`src/rtl/pipe_stage_buffer.sv`:
```
`default_nettype none
// ============================================================================
//  Module      : pipe_stage_buffer
//  Description : Inter-stage pipeline register with a valid/ready handshake
//                and a one-entry skid register. up_ready is a function of
//                registered state and hold only, so back-pressure never
//                closes a combinational path from dn_ready to up_ready.
//                Hold freezes the stage, flush squashes it to a bubble, and
//                a saturating counter tracks how many beats flush discarded.
//  Revision    : 1.0 - initial release
// ============================================================================
module pipe_stage_buffer #(
    parameter int                 DATA_W      = 96,
    parameter int                 CTRL_W      = 12,
    parameter logic [CTRL_W-1:0]  BUBBLE_CTRL = '0,
    parameter logic [DATA_W-1:0]  BUBBLE_DATA = '0,
    parameter int                 CNT_W       = 8
) (
    input  logic              clk,
    input  logic              rst,
    input  logic              hold,
    input  logic              flush,
    input  logic              up_valid,
    output logic              up_ready,
    input  logic [DATA_W-1:0] up_data,
    input  logic [CTRL_W-1:0] up_ctrl,
    output logic              dn_valid,
    input  logic              dn_ready,
    output logic [DATA_W-1:0] dn_data,
    output logic [CTRL_W-1:0] dn_ctrl,
    output logic [1:0]        occupancy,
    output logic [CNT_W-1:0]  drop_count
);

    localparam logic [CNT_W-1:0] c_drop_max = {CNT_W{1'b1}};

    // Main register is always the head of the queue; skid holds the second beat.
    logic              r_main_v;
    logic              r_skid_v;
    logic [DATA_W-1:0] r_main_d;
    logic [DATA_W-1:0] r_skid_d;
    logic [CTRL_W-1:0] r_main_c;
    logic [CTRL_W-1:0] r_skid_c;
    logic [CNT_W-1:0]  r_drop_count;

    logic              w_in_fire;
    logic              w_out_fire;
    logic              w_main_v_nxt;
    logic              w_skid_v_nxt;
    logic              w_load_main_up;
    logic              w_load_main_skid;
    logic              w_load_skid;
    logic [1:0]        w_drop_inc;
    logic [CNT_W+1:0]  w_drop_sum;
    logic [CNT_W-1:0]  w_drop_nxt;

    assign up_ready   = !r_skid_v && !hold;
    assign dn_valid   = r_main_v && !hold;
    assign dn_data    = dn_valid ? r_main_d : BUBBLE_DATA;
    assign dn_ctrl    = dn_valid ? r_main_c : BUBBLE_CTRL;
    assign occupancy  = {1'b0, r_main_v} + {1'b0, r_skid_v};
    assign drop_count = r_drop_count;

    assign w_in_fire  = up_valid && up_ready;
    assign w_out_fire = dn_valid && dn_ready;

    // A beat leaving downstream in the flush cycle was delivered, not dropped.
    // out_fire implies main_v, so the difference never goes negative.
    assign w_drop_inc = {1'b0, r_main_v} + {1'b0, r_skid_v} + {1'b0, w_in_fire}
                      - {1'b0, w_out_fire};
    assign w_drop_sum = {2'b00, r_drop_count} + {{CNT_W{1'b0}}, w_drop_inc};
    assign w_drop_nxt = (w_drop_sum > {2'b00, c_drop_max}) ? c_drop_max
                                                           : w_drop_sum[CNT_W-1:0];

    // Next-state selection: flush empties, hold freezes, otherwise FIFO moves.
    always_comb begin
        w_main_v_nxt     = r_main_v;
        w_skid_v_nxt     = r_skid_v;
        w_load_main_up   = 1'b0;
        w_load_main_skid = 1'b0;
        w_load_skid      = 1'b0;
        if (flush) begin
            w_main_v_nxt = 1'b0;
            w_skid_v_nxt = 1'b0;
        end else if (!hold) begin
            if (w_out_fire) begin
                if (r_skid_v) begin
                    w_load_main_skid = 1'b1;
                    w_skid_v_nxt     = 1'b0;
                end else if (w_in_fire) begin
                    w_load_main_up   = 1'b1;
                end else begin
                    w_main_v_nxt     = 1'b0;
                end
            end else if (w_in_fire) begin
                if (!r_main_v) begin
                    w_load_main_up = 1'b1;
                    w_main_v_nxt   = 1'b1;
                end else begin
                    w_load_skid    = 1'b1;
                    w_skid_v_nxt   = 1'b1;
                end
            end
        end
    end

    // Valid bits and the drop counter carry the only reset-sensitive state.
    always_ff @(posedge clk or posedge rst) begin
        if (rst) begin
            r_main_v     <= 1'b0;
            r_skid_v     <= 1'b0;
            r_drop_count <= '0;
        end else begin
            r_main_v     <= w_main_v_nxt;
            r_skid_v     <= w_skid_v_nxt;
            if (flush) begin
                r_drop_count <= w_drop_nxt;
            end
        end
    end

    // Payload registers are qualified by the valid bits and need no reset.
    always_ff @(posedge clk) begin
        if (w_load_main_up) begin
            r_main_d <= up_data;
            r_main_c <= up_ctrl;
        end else if (w_load_main_skid) begin
            r_main_d <= r_skid_d;
            r_main_c <= r_skid_c;
        end
        if (w_load_skid) begin
            r_skid_d <= up_data;
            r_skid_c <= up_ctrl;
        end
    end

endmodule
`default_nettype wire

```
`config.mk`:
```
export PLATFORM = sky130hd
export DESIGN_NAME = pipe_stage_buffer
export DESIGN_NICKNAME = d
export VERILOG_FILES = /design/src/rtl/pipe_stage_buffer.sv
export SDC_FILE = /design/constraint.sdc
export NUM_CORES = 1
export LEC_CHECK = 0
export CAP_MARGIN = 20
export CORE_AREA = 5 5 174 134
export DETAILED_ROUTE_END_ITERATION = 8
export DIE_AREA = 0 0 179 139
export GPL_ROUTABILITY_DRIVEN = 1
export PLACE_DENSITY = 0.75
export SLEW_MARGIN = 20
export SYNTH_ARGS = -nofsm -noshare
export SYNTH_HDL_FRONTEND = slang
export SYNTH_SLANG_ARGS = --single-unit
export TNS_END_PERCENT = 20
```
`constraint.sdc`:
```
create_clock -name clk -period 3.9 [get_ports clk]
set_input_delay 0.39 -clock clk [delete_from_list [all_inputs] [get_ports clk]]
set_output_delay 0.39 -clock clk [all_outputs]
set_load 0.05 [all_outputs]
```
==> reports/qor.yml <==
io_buffer_count: 233
slew_headroom_pct: 50.2
gp_congestion: 0.819
min_path_type: "in2async"
async_reset_ff_share_pct: 4.42
max_freq_ghz: 0.296
dpl.hpwl_mm: 13.4
n_antenna_cell: 0
area_growth_syn_to_layout_pct: 36.8
layout_commonest_cell: "clkdlybuf4s50_1"
p_leak_nw: 4.29
tns_ns: 0
cp_top_family: "simple AND/OR/NAND/NOR gates"
seq_area_frac_synth_pct: 73.0
grt_max_degree: 109
fp.dieH_um: 139
vias: 5336
cp.arrival_ns: 3.76
ant_nets: 0
cts_tree: "done"
critical_path_required_ns: 4.28
ir_drop_mv: 0.332
worst_pin_slew_ns: 0.746
initial_core_util_pct: 42.7
design_area_mm2: 0.0126
endpoint_kind: "register"
clk_path_buf_depth: 3
crit_type: "reg2reg"
min_period_ns: 3.38
drive_gt1_share_pct: 19.7
worstSetupStartpointType: "register"
synth_edf_count: 216
final_cell_mix: "clkdlybuf4s50_1, edfxtp_1, and2_1"
synth_cells: 526
clk_latency_ns: 0.50
skew_ns: 0.0132
ys_warn_count: 0
worstPathMaxFanout: 6
wire_per_inst_um: 19.1
grt_pass1_wl_mm: 31.8
crit_slowest_cell: "dfrtp_1"
grt_overflow: 0
synth_flop_cell: "edfxtp_1"
die_w_um: 179
place_area_mm2: 0.0119
cts_hold_buffers: 0
ys_ff_latch: 226
synth_area_mm2: 0.00922
grt_usage_pct: 15.9
post_cts.repair.setup_buffers: 0
cap_viol_max_count: 0
crit_buf_inv: 0
setup_ws_ns: 0.517
drt-total-wl_mm: 20.6
avgSynthCellArea_um2: 17.5
clk_pin_slew_ns: 0.06
p_per_area_mw_per_mm2: 444
yosysUniqueCellTypes: 35
antenna_found_initial: 0
clock_sinks: 226
cts.root.buffer_cell: "clkbuf_16"
fillers: 1667
power_mw: 5.60
path_cells: "or3b_4, and3_1, or2_2, ha_1, xnor2_1, xor2_1, fa_1, and3b_1, and4_1, mux2_2"
viasPerCell: 4.95
drt_first_pass_iters: 5
setup_viol: 0
nets: 886
synth_nets: 645
drt_iter0_drc: 266
drv_slew: 0
min_period_over_period_pct: 86.7
finalHoldViolCount: 0
status: "completed"
drc: 0
first_global_vias: 5607
pre_cts_ws_ns: 0.0536
cts-resized-gates: 0
max_stage_delay_ns: 0.44
rsz0062_at_grt: "false"
cts_inserted_buffers: 24
core-area_mm2: 0.0216
htree_levels: 1
ios: 234
dieArea_mm2: 0.0249
rows: 47
[final cells by class]
| class | instances | area (µm²) | area share, % |
|---|---|---|---|
| tap | 294 | 368 | 2.91 |
| clock inverter | 14 | 92.6 | 0.734 |
| sequential | 226 | 6740 | 53.4 |
| timing repair buffer | 240 | 2420 | 19.2 |
| inverter | 7 | 26.3 | 0.208 |
| clock buffer | 30 | 644 | 5.11 |
| multi-input combinational | 268 | 2330 | 18.5 |
[state kept, by name, summed over array words and instances, names as in the netlist]
name,count
r_skid_v,1
r_main_c,12
r_main_v,1
r_skid_d,96
drop_count,8
r_skid_c,12
r_main_d,96
[synthesized netlist by cell type (2+ instances only)]
library cell,instances,share of area [%]
mux2_2,100,12
ha_1,4,0.54
inv_1,7,0.28
and2_1,108,7.3
nor2b_1,2,0.14
o21ai_0,2,0.11
mux2_4,9,1.5
and4_1,3,0.28
a31oi_1,2,0.14
a21oi_1,8,0.43
nor2_1,2,0.081
dfrtp_1,10,2.7
mux2i_1,2,0.22
clkbuf_1,13,0.53
nand2_1,7,0.28
edfxtp_1,216,70
xnor2_1,2,0.19
nand3_1,3,0.16
buf_4,10,0.81
[metal layers]
layer	up-vias	track usage (%)	part of all wire, %
met4	0	4.12	2.6
met1	2672	21.6	43
met3	38	4.20	7.2
met5	-	0	0
li1	2434	-	-
met2	192	25.7	47
[final timing paths]
| path | from | endpoint | cells after the start | slack [ns] |
|---|---|---|---|---|
| max | r_skid_v | drop_count[6] | 10 | 0.52 |
| min | rst | r_skid_v | 2 | 0.18 |
| max reg2reg | r_skid_v | drop_count[6] | 10 | 0.52 |
| min reg2reg | r_skid_d[7] | r_main_d[7] | 1 | 0.54 |
| max in group asynchronous | rst | drop_count[5] | 2 | 3.43 |
| min in group clk | up_data[4] | r_skid_d[4] | 1 | 0.47 |
[cell families after synthesis]
family          synth area share [%]
flops                           73.0
simple gates                    8.97
mux                             13.9
buf+inv                         2.01
compound gates                  1.06
fa+ha+maj                      0.760
xor+xnor                       0.285
[power breakdown]
group          switching, mW  total (mW)  internal (mW)
sequential            0.0577        2.78           2.73
clock                  0.890        2.13           1.24
combinational          0.394       0.687          0.293
[stage by stage]
stage / util (%) / hold WS, ns / instances
global route: 58.5 / 0.205 / 1079
CTS: 58.5 / 0.154 / 1079
finish: 58.5 / 0.178 / 1079
detailed placement: 55.1 / 0.535 / 1035
global placement: 55.1 / 0.531 / 1035
floorplan: - / 0.230 / 526
Note: power is estimated with default switching activity, not from simulation.
